[src/rtl/rv32_pkg.sv]
// rv32_pkg: shared RV32 opcodes, NOP encoding, fetch FSM states and PC range helper
package rv32_pkg;
  localparam logic [6:0] RTYPE = 7'b0110011;
  localparam logic [6:0] ITYPE = 7'b0010011;
  localparam logic [6:0] STYPE = 7'b0100011;
  localparam logic [6:0] JTYPE = 7'b1101111;
  localparam logic [31:0] NOP_INSTR = 32'h0000_0013;
  typedef enum logic {RUN, FAULT} fetch_state_e;
  // Word aligned and inside a memory of depth words.
  function automatic logic pc_fetchable(input logic [31:0] pc, input int unsigned depth);
    return (pc[1:0] == 2'b00) && (pc < 32'(4 * depth));
  endfunction
endpackage

[src/rtl/instr_fetch_if.sv]
// instr_fetch_if: memory, decode handshake, redirect and fault signals of the fetch stage
interface instr_fetch_if #(parameter int ADDR_W = 7);
  logic [ADDR_W-1:0] imem_addr;
  logic [31:0] imem_rdata;
  logic out_valid;
  logic out_ready;
  logic [31:0] out_pc;
  logic [31:0] out_instr;
  logic redirect_valid;
  logic [31:0] redirect_pc;
  logic fault;
  logic [31:0] fault_pc;
  modport master (
    output imem_addr, out_valid, out_pc, out_instr, fault, fault_pc,
    input imem_rdata, out_ready, redirect_valid, redirect_pc
  );
  modport slave (
    input imem_addr, out_valid, out_pc, out_instr, fault, fault_pc,
    output imem_rdata, out_ready, redirect_valid, redirect_pc
  );
endinterface

[src/rtl/fetch_pipe_reg.sv]
// fetch_pipe_reg: single-entry valid/ready pipeline register holding {pc, instr}
module fetch_pipe_reg
  import rv32_pkg::*;
(
  input  logic        clk,
  input  logic        reset,
  input  logic        load_i,
  input  logic        flush_i,
  input  logic        ready_i,
  input  logic [31:0] pc_i,
  input  logic [31:0] instr_i,
  output logic        valid_o,
  output logic [31:0] pc_o,
  output logic [31:0] instr_o
);
  logic valid_q;
  logic [31:0] pc_q;
  logic [31:0] instr_q;
  // Flush beats load; an un-reloaded entry retires when the consumer takes it.
  always_ff @(posedge clk) begin
    if (!reset) begin
      valid_q <= 1'b0;
      pc_q    <= 32'd0;
      instr_q <= NOP_INSTR;
    end else if (flush_i) begin
      valid_q <= 1'b0;
    end else if (load_i) begin
      valid_q <= 1'b1;
      pc_q    <= pc_i;
      instr_q <= instr_i;
    end else if (ready_i) begin
      valid_q <= 1'b0;
    end
  end
  assign valid_o = valid_q;
  assign pc_o    = pc_q;
  assign instr_o = instr_q;
endmodule

[src/rtl/instr_fetch.sv]
// instr_fetch: PC generation and fetch stage feeding decode through a valid/ready register
module instr_fetch
  import rv32_pkg::*;
#(
  parameter logic [31:0] RESET_PC = 32'h0000_0000,
  parameter int          DEPTH    = 128,
  parameter int          ADDR_W   = 7
) (
  input logic clk,
  input logic reset,
  instr_fetch_if.master io
);
  fetch_state_e state_q;
  logic [31:0] pc_q;
  logic [31:0] fault_pc_q;
  logic pc_ok;
  logic slot_free;
  logic fetch_en;
  assign pc_ok     = pc_fetchable(pc_q, DEPTH);
  assign slot_free = !io.out_valid || io.out_ready;
  assign fetch_en  = (state_q == RUN) && !io.redirect_valid && pc_ok && slot_free;
  assign io.imem_addr = pc_q[ADDR_W+1:2];
  assign io.fault     = (state_q == FAULT);
  assign io.fault_pc  = fault_pc_q;
  // Redirect outranks fault entry; a bad target is caught next cycle via pc_ok.
  always_ff @(posedge clk) begin
    if (!reset) begin
      state_q    <= RUN;
      pc_q       <= RESET_PC;
      fault_pc_q <= 32'd0;
    end else if (io.redirect_valid) begin
      state_q <= RUN;
      pc_q    <= io.redirect_pc;
    end else if (state_q == RUN && !pc_ok) begin
      state_q    <= FAULT;
      fault_pc_q <= pc_q;
    end else if (fetch_en) begin
      pc_q <= pc_q + 32'd4;
    end
  end
  fetch_pipe_reg u_pipe (
    .clk     (clk),
    .reset   (reset),
    .load_i  (fetch_en),
    .flush_i (io.redirect_valid),
    .ready_i (io.out_ready),
    .pc_i    (pc_q),
    .instr_i (io.imem_rdata),
    .valid_o (io.out_valid),
    .pc_o    (io.out_pc),
    .instr_o (io.out_instr)
  );
endmodule

[src/flat_wrapper.sv]
// flat-port wrapper written by rule: the top's interface ports become plain ports
module instr_fetch_flat import rv32_pkg::*;
#(
  parameter logic [31:0] RESET_PC = 32'h0000_0000,
  parameter int          DEPTH    = 128,
  parameter int          ADDR_W   = 7
)
  (clk, reset, io_imem_addr, io_out_valid, io_out_pc, io_out_instr, io_fault, io_fault_pc, io_imem_rdata, io_out_ready, io_redirect_valid, io_redirect_pc);
  instr_fetch_if #(.ADDR_W(ADDR_W)) io_i ();
  input logic clk;
  input logic reset;
  output wire logic [$bits(io_i.imem_addr)-1:0] io_imem_addr;
  output wire logic [$bits(io_i.out_valid)-1:0] io_out_valid;
  output wire logic [$bits(io_i.out_pc)-1:0] io_out_pc;
  output wire logic [$bits(io_i.out_instr)-1:0] io_out_instr;
  output wire logic [$bits(io_i.fault)-1:0] io_fault;
  output wire logic [$bits(io_i.fault_pc)-1:0] io_fault_pc;
  input wire logic [$bits(io_i.imem_rdata)-1:0] io_imem_rdata;
  input wire logic [$bits(io_i.out_ready)-1:0] io_out_ready;
  input wire logic [$bits(io_i.redirect_valid)-1:0] io_redirect_valid;
  input wire logic [$bits(io_i.redirect_pc)-1:0] io_redirect_pc;
  assign io_imem_addr = io_i.imem_addr;
  assign io_out_valid = io_i.out_valid;
  assign io_out_pc = io_i.out_pc;
  assign io_out_instr = io_i.out_instr;
  assign io_fault = io_i.fault;
  assign io_fault_pc = io_i.fault_pc;
  assign io_i.imem_rdata = io_imem_rdata;
  assign io_i.out_ready = io_out_ready;
  assign io_i.redirect_valid = io_redirect_valid;
  assign io_i.redirect_pc = io_redirect_pc;
  instr_fetch #(.RESET_PC(RESET_PC), .DEPTH(DEPTH), .ADDR_W(ADDR_W)) u_core (.clk(clk), .reset(reset), .io(io_i));
endmodule
[config.mk]
export PLATFORM = sky130hd
export DESIGN_NAME = instr_fetch_flat
export DESIGN_NICKNAME = d
export VERILOG_FILES = /design/src/rtl/rv32_pkg.sv /design/src/rtl/instr_fetch_if.sv /design/src/rtl/fetch_pipe_reg.sv /design/src/rtl/instr_fetch.sv /design/src/flat_wrapper.sv
export SDC_FILE = /design/constraint.sdc
export NUM_CORES = 1
export LEC_CHECK = 0
export CAP_MARGIN = 20
export CORE_ASPECT_RATIO = 0.8
export CORE_MARGIN = 2
export CORE_UTILIZATION = 35
export CTS_BUF_LIST = sky130_fd_sc_hd__clkbuf_4 sky130_fd_sc_hd__clkbuf_8 sky130_fd_sc_hd__clkbuf_16
export DETAILED_ROUTE_END_ITERATION = 6
export PLACE_DENSITY = 0.7
export SYNTH_ARGS = -nofsm -noshare
export SYNTH_HDL_FRONTEND = slang
export SYNTH_SLANG_ARGS = --single-unit
[constraint.sdc]
create_clock -name clk -period 1.65 [get_ports clk]
set_input_delay 0.33 -clock clk [delete_from_list [all_inputs] [get_ports clk]]
set_output_delay 0.33 -clock clk [all_outputs]
set_load 0.1 [all_outputs]
* Yosys cells after proc, flatten, opt, wreduce, memory -nomap -nowiden
Index checks and enable logic that the tools add are counted.
** Word-level totals
- Flip-flop bits (word level) :: 130
- Input port bits :: 68
- Output and inout port bits :: 105
- Logic and storage cells :: 33
** Operators by class
- Add/subtract/negate cells :: 1
- Order comparisons :: 1
- Equal/unequal tests :: 1
- Muxes and demuxes :: 5
- Bitwise operators :: 3
- Reductions and logical operators :: 16
** Operators by type and width (number)
- 32-bit two-way mux :: 3
- 32-bit by 3-bit adder with 32-bit output (second input constant) :: 1
- 32-bit by 10-bit less-than comparator with 1-bit output (second input constant) :: 1
- 2-bit AND reduction :: 3
- 1-bit logical AND :: 5
- 2-bit nonzero test :: 2
- 1-bit zero test :: 3
- 1-bit inverter :: 3
- 2-bit zero test :: 1
- 1-bit two-way mux :: 2
- 2-bit != test (second input constant) :: 1
- 2-bit OR reduction :: 1
- 1-bit logical OR :: 1

* Logic depth before layout (Yosys ltp)
Gate-level depths: netlist (run 1).
- Depth after elaboration :: 7
- Gate-level depth with buffers :: 8
- Mapped depth without buffers :: 6

* Cells and area by module
Synthesis (run 1) repeated with hierarchy kept, for this count alone.
** Second synthesis, totals
- Cell total of the unflattened synthesis :: 538
- Area total of the unflattened synthesis :: 5342.6 um^2
** Modules (own cells, without submodules)
- instr_fetch :: instances 1, cells an instance 256, area an instance 2675.1 um^2, sequential area each 1301.2 um^2
- fetch_pipe_reg :: instances 1, cells an instance 282, area an instance 2667.6 um^2, sequential area each 1301.2 um^2

* Worst setup path after synthesis (run 1)
Ideal clock, no wire load.
- Kind :: register -> register
- From :: reg u_core.state_q (netlist: u_core.io.fault)
- To :: reg u_core.u_pipe.instr_q[10] (netlist: u_core.u_pipe.instr_o[10])
- Data arrival time :: 2.363 ns
- Required time :: 1.580 ns
- Setup slack :: -0.783 ns
- Stages on the path, launching flop included :: 8
- Path buffers :: 2
- Clock period less this slack :: 2.433 ns
- Path through :: dfxtp_1 -> nor2_1 -> and3b_1 -> nand3_1 -> clkbuf_1 -> clkbuf_1 -> nand2_1 -> a21oi_1
** On the way
- Word-level cells in the longest chain between the ends :: 5
** Ends and longest elaborated chain
- start, declared :: RTL line instr_fetch.sv:13 : fetch_state_e state_q;
- start signal, assigned :: RTL line instr_fetch.sv:28 : state_q <= RUN;
- start signal, assigned :: RTL line instr_fetch.sv:32 : state_q <= RUN;
- start signal, assigned :: RTL line instr_fetch.sv:35 : state_q <= FAULT;
- 1-bit inverter :: RTL line instr_fetch.sv:21 : assign fetch_en = (state_q == RUN) && !io.redirect_valid && pc_ok && slot_free;
- 1-bit logical AND (3 in series) :: RTL line instr_fetch.sv:21
- 2-bit AND reduction (no source line)
- end signal, assigned :: RTL line fetch_pipe_reg.sv:30 : instr_q <= instr_i;
- end, declared :: RTL line fetch_pipe_reg.sv:18 : logic [31:0] instr_q;
Every way passes these cells.
A chain may end at the register's enable or synchronous reset.

* Final worst setup path (run 1)
- From :: reg u_core.pc_q[21]
- To :: reg u_core.u_pipe.pc_q[4] (netlist: u_core.u_pipe.pc_o[4])
** On the way
- Word-level cells in the longest chain between the ends :: 5
** Ends and longest elaborated chain
- start, declared :: RTL line instr_fetch.sv:14 : logic [31:0] pc_q;
- start signal, assigned :: RTL line instr_fetch.sv:33 : pc_q <= io.redirect_pc;
- start signal, assigned :: RTL line instr_fetch.sv:38 : pc_q <= pc_q + 32'd4;
- 32-bit by 10-bit less-than comparator with 1-bit output :: RTL line rv32_pkg.sv:11 : return (pc[1:0] == 2'b00) && (pc < 32'(4 * depth));
- 1-bit logical AND :: RTL line rv32_pkg.sv:11
- 1-bit logical AND (2 in series) :: RTL line instr_fetch.sv:21
- 2-bit AND reduction (no source line)
- end signal, assigned :: RTL line fetch_pipe_reg.sv:29 : pc_q <= pc_i;
- end, declared :: RTL line fetch_pipe_reg.sv:17 : logic [31:0] pc_q;
Every way passes these cells.

==> impl_results.md, run 1 <==
* Clock tree from TritonCTS: built
* Status: finished, violations left
* Gr ovfl total at 0
* H-tree Lvls at 4
* CP cell instances: or3_4, and3b_2, buf_6, nand3_4, buf_12, buf_16, buf_16, nand2_1, a21oi_1
* Final net count at about 780
* CP max stage cell: or3_4
* Num CTS Buffers at 17
* Post-cts hold buffer count at 0
* Syn_area_per_cell at around 9.5 um^2
* Max Slew Vio Count at 0
* Critical path class: flip-flop to flip-flop
* Mapped Area at 4610 um^2
* Unrepaired setup endpoints after global routing: yes
* Diodes inserted at 0
* Synth warn at 0
* Arrival @ worst endpoint at between 2 and 2.5 ns
* Largest cells by area after synthesis: dfxtp_1 56%, mux2i_1 12%, nand2_1 7.1%
* Syn_nets at around 550
* Number of flops mapped to enable cells by yosys at 0
* Failing checks: negative setup slack
* Clock Sinks at 130
* Seq cells post-synth at 130
* Vias per cell at approximately 4.9
* Reg2reg end: u_core.u_pipe.pc_o[4]
* Largest net degree at the start of global routing at 69
* Post-Synth XOR/XNOR Area at 0.380%
* FF-to-FF setup slack at -0.26 ns
* Share of post-route cells with drive strength above 1 at a little over two fifths
* MaxCap Viol Count at 0
* Place WS at -0.349 ns
* Hold path start: io_redirect_valid
* Final min period at roughly 1.9 ns
* Post-route cell area at roughly 9400 um^2
* Fin util at between 70 and 80%
* Adder-Cell Fraction of Synth Area at less than 1%
* Synth Area in Simple Gates at approximately 19%
* First DRT Iteration DRCs at 180
* Clk_skew at about 0.0086 ns
* CORE AREA at 12900 um^2
* Worst Hold End: u_core.io.fault_pc[19]
* Power Total at 0.00829 W
* Worst Reg-to-Reg Cells at 9
* Placement Cell Area at approximately 7800 um^2
* Async set-reset flop share out of synthesis at 0%
* Routed WL at 15800 um
* Crit path top cell by count: buf_16
* Die ar. at around 14000 um^2
* Max_slew headroom at a little over three fifths
* DR WL/cell at 17.5 um
* First-pass GRT wire length at between 20000 and 25000 um
* Synth top area share at 56.5%
* Reg2Reg Launch Point: u_core.pc_q[21]
* RD Place Congestion at roughly 0.83
* Hold Crit Depth at 5
* Hold Path Class: input port to flip-flop
* Detailed-route via count at between 4000 and 5000
* Final hold vios at 0
* Final period util at 116%
* Mapped Cells at 485
* Commonest non-fill, non-tap cell in the layout: dfxtp_1
* Clk_lat worst skew at between 0.4 and 0.5 ns
* Initial core utilization at between 30% and 40%
* Area Overhead vs Synth at 103%
* Initial antenna violation count at 1
* Pre-antenna DRT Iters at 4
* Pwr/cell area at 885 nW/um^2
* Setup-failing EPs final at 110
* Fmax at between 500 and 600 MHz
* Total Routing Usage GR at between 20% and 30%
* Die Width at around 130 um
* Max VDD drop at between 0.6 and 0.7 mV
* Boundary pin count at around 170
* CP Launch Type: flip-flop
* Crit path max fanout at 5
* Root buffer cell: clkbuf_16
* Cell variety after synth at 34
* Max Root-Sink Buffers at 2
* Seq/Total Area, Yosys at 56.5%
* DRC errors left at 0
* Clock-pin transition on the worst setup and hold timing paths at 0.06 ns
* Worst-Margin Slew at ~0.55 ns
* Hpwl dp at between 9000 and 10000 um
* Commonest cells after routing, fill and taps aside: 121 x dfxtp_1, 112 x buf_12, 66 x clkdlybuf4s50_1, 60 x nand2_1
* Mux contribution to synthesized area at a little under an eighth
* # rows at 37
* Worst setup EP type: flip-flop
* Compound-Gate Fraction of Synth Area at under 10%
* Largest family of logic cells by synthesized area: simple AND/OR/NAND/NOR gates
* Die Y at 107 um
* Crit-path max cell delay at approximately 0.38 ns
* Synth area leader: dfxtp_1
* Worst Slack Setup Final at -0.256 ns
* IO Port Bufs at 172
* Synth Flop Type: dfxtp_1
* Routed Antenna Nets at 0
* Leakage Power at ~3.8 nW
* WP data required at roughly 1.9 ns
* Vias in the first global route at around 4600
## cells in the mapped netlist (3+ instances only)
cell / count
a21oi_1: 43
and3_1: 26
buf_2: 8
buf_4: 7
buf_6: 3
clkbuf_1: 21
dfxtp_1: 130
inv_1: 6
mux2i_1: 55
nand2_1: 87
nand3_1: 5
nand4_1: 3
nor2_1: 58
nor4_1: 5
o21ai_0: 3
## critical path: cells and delay by family (launching register included)
family,cells,cell delay [ns]
simple gates,4,0.85
flops,1,0.31
compound gates,1,0.07
buf+inv,4,0.55
## worst max path at each step
stage                               start                     end  slack, ns  depth (start not counted)
final                     u_core.pc_q[21]   u_core.u_pipe.pc_o[4]      -0.26                          9
after global routing      u_core.pc_q[30]   u_core.io.fault_pc[9]      -0.34                          8
after CTS                 u_core.pc_q[11]   u_core.io.fault_pc[4]      -0.26                          8
after detailed placement     io_out_ready   u_core.u_pipe.pc_o[2]      -0.35                          7
after global placement    u_core.pc_q[26]  u_core.io.fault_pc[11]      -0.28                          7
after floorplan           u_core.pc_q[30]  u_core.io.fault_pc[10]      -0.04                          6
## where the power goes
part           switching (W)  leakage, nW  internal [W]  total [W]
logic               0.000639         2.48      0.000581    0.00122
registers          0.0000891         1.06       0.00322    0.00331
clock network        0.00144        0.286       0.00232    0.00377
total                0.00217         3.83       0.00612    0.00829
## metal layers
layer	routed length [um]	vias to the layer above	global-route usage, %
li1	-	2087	-
met1	6380	2134	25.4
met2	8040	139	38.0
met3	985	27	7.42
met4	340	2	9.52
met5	7	-	0
## final cells by class
cell class | instances | area [um^2]
tap | 175 | 219
multi-input combinational | 310 | 2180
timing repair buffer | 247 | 3740
clock buffer | 20 | 460
clock inverter | 12 | 133
inverter | 6 | 22.5
fill | 886 | 3490
sequential | 130 | 2620
## repair_timing
action | CTS | global route
resized for setup | 65 | 55
cloned | 12 | 2
buffers inserted | 15 | 3
pin swaps | 26 | 18
setup endpoints to repair | 110 | 109
## through the flow
stage	hold slack (ns)	setup TNS (ns)	std cells
global route	0.388	-26.68	900
detailed placement	0.487	-27.75	838
floorplan	0.444	-1.16	485
CTS	0.359	-17.88	897
finish	0.382	-17.83	900
global placement	0.479	-21.64	838
## cell families after synthesis
family	Yosys count
AOI/OAI and AO/OA	58
xor gates and xnor gates	2
adders and majority gates	1
buffers and inverters	45
DFF	130
muxes	55
and+or+nand+nor	194
## flip-flops by register name, summed over array words and instances, names as in the netlist
signal,cells
u_core.pc_q,32
u_core.io.fault,1
u_core.io.fault_pc,32
u_core.u_pipe.valid_o,1
u_core.u_pipe.pc_o,32
u_core.u_pipe.instr_o,32
(Power assumes the default switching activity.)
==> run 2: changes to the inputs <==
Settings changed: CORE_UTILIZATION 35 to 40, PLACE_DENSITY 0.7 to 0.78.
==> impl_results.md, run 2 (same netlist as run 1, synthesis figures left out) <==
* Status: finished, violations left
* Failing checks: negative setup slack
* CP cell instances: nor4_4, nand4_1, o31ai_4, buf_6, buf_6, mux2i_1, nor2_1
* Diodes inserted at 0 (unchanged)
* Clk_skew at 0.0118 ns (+0.00313 ns)
* Initial antenna violation count at 0 (-1)
* Die Y at 100 um (-6.2%)
* Routed WL at 18100 um (+15%)
* Commonest non-fill, non-tap cell in the layout: dfxtp_1
* Leakage Power at 4.01 nW (+4.7%)
* Max Root-Sink Buffers at 2 (unchanged)
* Filler Cell Count at 565 (-36%)
* Die ar. at 12400 um^2 (-12%)
* WP data required at 1.93 ns (about the same)
* Clock tree from TritonCTS: built
* Routed Antenna Nets at 0 (unchanged)
* Power Total at 0.00814 W (-1.9%)
* DRC errors left at 0 (unchanged)
* # rows at 35 (-5.4%)
* Final hold vios at 0 (unchanged)
* Largest net degree at the start of global routing at 67 (-2.9%)
* Vias per cell at 5.27 (+8.1%)
* Hold Path Class: input port to flip-flop
* Register area at 2620 um^2 (about the same)
* Hold Crit Depth at 5 (unchanged)
* Worst setup EP type: flip-flop
* Max_slew headroom at 64.0% (+0.71 points)
* Finished Layout Cells at 870 (-3.3%)
* Area Overhead vs Synth at 107%
* Root buffer cell: clkbuf_16
* Unrepaired setup endpoints after global routing: yes
* H-tree Lvls at 4 (unchanged)
* CP Launch Type: flip-flop
* Post-cts hold buffer count at 0 (unchanged)
* Crit path top cell by count: buf_6
* Share of post-route cells with drive strength above 1 at 47.5% (+5.9 points)
* Detailed-route via count at 4588 (+4.5%)
* Die Width at 124 um (-6.3%)
* First-pass GRT wire length at 25300 um (+3.8%)
* CORE AREA at 11400 um^2 (-12%)
* CP max stage cell: nor4_4
* Final min period at 1.93 ns (+0.0233 ns)
* IO Port Bufs at 172 (unchanged)
* Vias in the first global route at 4719 (+1.7%)
* Max VDD drop at 0.781 mV (+19%)
* Total Routing Usage GR at 26.8% (+4.6 points)
* Placed Instances at 812 (-3.1%)
* Fmax at 518 MHz (-1.2%)
* Clock Sinks at 130 (unchanged)
* MaxCap Viol Count at 0 (unchanged)
* Crit path max fanout at 6 (+1)
* Placement Cell Area at 7790 um^2 (-0.65%)
* Num CTS Buffers at 17 (unchanged)
* Multi-input gate area at 2440 um^2 (+12%)
* WHS at 0.386 ns (+0.00421 ns)
* Worst Slack Setup Final at -0.279 ns (-0.0233 ns)
* RD Place Congestion at 0.755 (-9.4%)
* Post-route cell area at 9530 um^2 (+1.6%)
* Pre-antenna DRT Iters at 5 (+1)
* DR WL/cell at 20.8 um (+19%)
* Boundary pin count at 173 (unchanged)
* Setup-failing EPs final at 108 (-1.8%)
* Hpwl dp at 9730 um (+0.41%)
* Worst Reg-to-Reg Cells at 7 (-2)
* Initial core utilization at 40.5% (+4.7 points)
* Arrival @ worst endpoint at 2.21 ns (+0.02 ns)
* Clock-pin transition on the worst setup and hold timing paths at 0.06 ns (about the same)
* Critical path class: flip-flop to flip-flop
* First DRT Iteration DRCs at 300 (+67%)
* Final period util at 117% (+1.4 points)
* Gr ovfl total at 0 (unchanged)
* Crit-path max cell delay at 0.34 ns (-0.04 ns)
* Worst-Margin Slew at 0.540 ns (-0.0106 ns)
* Max Slew Vio Count at 0 (unchanged)
* Place WS at -0.322 ns (+0.0268 ns)
* Final net count at 779 (-0.26%)
* Clk_lat worst skew at 0.42 ns (about the same)
* Pwr/cell area at 854 nW/um^2 (-3.5%)
* Commonest cells after routing, fill and taps aside: 123 x dfxtp_1, 115 x buf_12, 66 x clkdlybuf4s50_1, 55 x mux2i_1, 53 x nor2_1
-- run 2: routing by layer --
layer  vias to the layer above  share of wire, %  track usage (%)
met4                         0               1.8             8.30
met2                       170                52             45.9
met1                      2301                39             32.3
li1                       2091                 -                -
met3                        26               6.7             8.13
met5                         -                 0                0
-- run 2: area by class of cell --
class	count	area share [%]
clock inverter	10	0.919
multi-input combinational	310	25.7
tap	148	1.94
sequential	130	27.5
inverter	6	0.236
clock buffer	21	4.85
timing repair buffer	245	38.9
-- run 2: path summary, 6_finish.rpt --
kind                                              from                endpoint  slack [ns]
worst min register to register  u_core.io.fault_pc[21]  u_core.io.fault_pc[21]        0.50
worst min-delay path                 io_redirect_valid  u_core.io.fault_pc[19]        0.39
worst max-delay path                   u_core.pc_q[11]  u_core.io.fault_pc[28]       -0.28
worst max register to register         u_core.pc_q[11]  u_core.io.fault_pc[28]       -0.28
-- run 2: worst max-delay path: cells and delay by family, from the launching register on --
| family | cells | cell delay, ns |
|---|---|---|
| and+or+nand+nor | 3 | 0.68 |
| DFF | 1 | 0.33 |
| buffers and inverters | 2 | 0.33 |
| AOI/OAI and AO/OA | 1 | 0.25 |
| muxes | 1 | 0.22 |
-- run 2: stage by stage --
| stage | TNS, ns | utilization [%] |
|---|---|---|
| floorplan | -1.16 | - |
| global placement | -20.33 | 68.5 |
| detailed placement | -24.04 | 68.5 |
| CTS | -16.09 | 79.8 |
| global route | -27.10 | 83.7 |
| finish | -18.38 | 83.7 |
-- run 2: what timing repair did --
action                                  CTS  global route
endpoints found under the setup margin  110           108
resized for setup                        82           109
pin swaps                                27            67
gates cloned                             12             2
setup buffers                            11             7
-- run 2: where the power goes --
| group | leakage [nW] | switching (W) | internal (W) |
|---|---|---|---|
| Combinational | 2.68 | 0.000684 | 0.000584 |
| Sequential | 1.06 | 0.0000961 | 0.00322 |
| Clock | 0.273 | 0.00141 | 0.00214 |
| Total | 4.01 | 0.00219 | 0.00595 |
==> run 3: changes to the inputs <==
Settings changed: CORE_MARGIN 2 to default.
==> impl_results.md, run 3 (same netlist as run 1, synthesis figures left out) <==
* Max Slew Vio Count at 0 (unchanged)
* H-tree Lvls at 4 (unchanged)
* Hpwl dp at 9920 um (+2.0%)
* Failing checks: negative setup slack
* Initial core utilization at 41.7% (+1.2 points)
* DR WL/cell at 20.4 um (-2.2%)
* Area Overhead vs Synth at 97.5%
* Clk_skew at 0.00980 ns (-0.00196 ns)
* Die Y at 98 um (-2.0%)
* Worst Slack Setup Final at -0.360 ns (-0.0803 ns)
* Fmax at 498 MHz (-4.0%)
* Share of post-route cells with drive strength above 1 at 35.6% (-12 points)
* Reg2reg end: u_core.io.fault_pc[9]
* Initial antenna violation count at 0 (unchanged)
* Final min period at 2.01 ns (+0.0803 ns)
* Largest net degree at the start of global routing at 59 (-12%)
* Final hold vios at 0 (unchanged)
* Max_slew headroom at 63.0% (-1.0 points)
* Worst-Margin Slew at 0.555 ns (+0.0151 ns)
* FF-to-FF setup slack at -0.36 ns (-0.08 ns)
* Root buffer cell: clkbuf_16
* Vias in the first global route at 4892 (+3.7%)
* Finished Layout Cells at 860 (-1.1%)
* Commonest cells after routing, fill and taps aside: 123 x dfxtp_1, 114 x buf_12, 80 x nand2_1, 66 x clkdlybuf4s50_1, 57 x nor2_1
* Final period util at 122% (+4.9 points)
* Leakage Power at 3.82 nW (-4.7%)
* Vias per cell at 5.35 (+1.5%)
* MaxCap Viol Count at 0 (unchanged)
* Unrepaired setup endpoints after global routing: yes
* RD Place Congestion at 0.766 (+1.5%)
* WP data required at 1.94 ns (about the same)
* First DRT Iteration DRCs at 259 (-14%)
* Place WS at -0.336 ns (-0.0144 ns)
* CP Launch Type: flip-flop
* Critical path class: flip-flop to flip-flop
* Routed WL at 17500 um (-3.3%)
* Clock Sinks at 130 (unchanged)
* Status: finished, violations left
* Die Width at 122 um (-1.6%)
* CP max stage cell: nor4_4
* Clock tree from TritonCTS: built
* Arrival @ worst endpoint at 2.30 ns (+0.09 ns)
* Placed Instances at 804 (-0.99%)
* Clock-pin transition on the worst setup and hold timing paths at 0.06 ns (about the same)
* Pwr/cell area at 998 nW/um^2 (+17%)
* Hold Path Class: input port to flip-flop
* Final net count at 772 (-0.90%)
* Routed Antenna Nets at 0 (unchanged)
* Gr ovfl total at 0 (unchanged)
* Setup-failing EPs final at 110 (+1.9%)
* Boundary pin count at 173 (unchanged)
* Detailed-route via count at 4603 (+0.33%)
* Reg2Reg Launch Point: u_core.pc_q[1]
* First-pass GRT wire length at 25700 um (+1.5%)
* Commonest non-fill, non-tap cell in the layout: dfxtp_1
* DRC errors left at 0 (unchanged)
* Hold path start: io_redirect_valid
* CORE AREA at 11100 um^2 (-2.9%)
* Diodes inserted at 0 (unchanged)
* # rows at 34 (-2.9%)
* Clk_lat worst skew at 0.42 ns (about the same)
* IO Port Bufs at 172 (unchanged)
* Hold Crit Depth at 5 (unchanged)
* Worst Hold End: u_core.io.fault_pc[19]
* Crit-path max cell delay at 0.36 ns (+0.02 ns)
* Total Routing Usage GR at 28.5% (+1.7 points)
* Num CTS Buffers at 17 (unchanged)
* Max VDD drop at 0.885 mV (+13%)
* Max Root-Sink Buffers at 2 (unchanged)
* WHS at 0.393 ns (+0.00691 ns)
* Crit path max fanout at 8 (+2)
* Power Total at 0.00909 W (+12%)
* Worst setup EP type: flip-flop
* Worst Reg-to-Reg Cells at 7 (unchanged)
* Fin util at 82.3% (-1.4 points)
* Die ar. at 12000 um^2 (-3.6%)
* CP cell instances: nor4_4, nand4_1, o31ai_4, buf_6, buf_16, mux2i_2, nor2_1
* Pre-antenna DRT Iters at 5 (unchanged)
## run 3: changes by cell type in the layout (fill, tap and decap cells not counted), moves of 17 or more
| cell | delta |
|---|---|
| nand2_1 | +40 |
| nand2_4 | -25 |
| a21oi_1 | +22 |
| a21oi_2 | -21 |
| and3_1 | +18 |
| and3_4 | -17 |
## run 3: cell type report
| cell class | instances | area, um^2 |
|---|---|---|
| repair buffers | 237 | 3560 |
| flip-flops and latches | 130 | 2620 |
| multi-input cells | 311 | 2020 |
| fillers | 578 | 1960 |
| clock buffers | 20 | 454 |
| clock inverters | 12 | 253 |
| well taps | 144 | 180 |
| inverters | 6 | 22.5 |
## run 3: worst max path at each step
| stage | from | to | slack (ns) | cells after the start |
|---|---|---|---|---|
| global placement | io_out_ready | u_core.u_pipe.instr_o[17] | -0.22 | 7 |
| detailed placement | io_out_ready | u_core.u_pipe.instr_o[9] | -0.34 | 7 |
| global route | u_core.pc_q[15] | u_core.pc_q[4] | -0.44 | 7 |
| floorplan | u_core.pc_q[30] | u_core.io.fault_pc[10] | -0.04 | 6 |
| finish | u_core.pc_q[1] | u_core.io.fault_pc[9] | -0.36 | 7 |
| CTS | u_core.pc_q[14] | u_core.io.fault_pc[27] | -0.19 | 7 |
## run 3: metrics by stage
step | cell area (um^2) | TNS [ns]
after detailed placement | 7770 | -25.30
after global routing | 9100 | -33.80
after global placement | 7770 | -17.68
after CTS | 8950 | -15.64
after floorplan | 4670 | -1.16
final | 9100 | -28.51
## run 3: worst max-delay path: cells and delay by family (launching register included)
family	cells	cell delay (ns)
AND/OR/NAND/NOR	3	0.69
multiplexers	1	0.23
buffers and inverters	2	0.32
flip-flops	1	0.34
AO/OA/AOI/OAI	1	0.30
## run 3: layer usage
metal,track usage [%],up-vias,part of all wire [%]
met5,0,-,0
met4,17.3,0,4.2
met3,7.24,60,7.1
met2,49.0,216,51
met1,31.4,2244,38
li1,-,2083,-
## run 3: timing repair
item	4_1_cts	5_1_grt
hold buffers	0	0
buffers inserted	10	4
cloned	7	3
pin swaps	22	6
gates resized for setup	52	14
endpoints found under the setup margin	110	110
## run 3: power breakdown
part / switching, W / leakage [nW] / total (W) / internal, W
clock: 0.00145 / 0.342 / 0.00452 / 0.00307
sequential: 0.000102 / 1.06 / 0.00332 / 0.00322
combinational: 0.000668 / 2.42 / 0.00124 / 0.000574
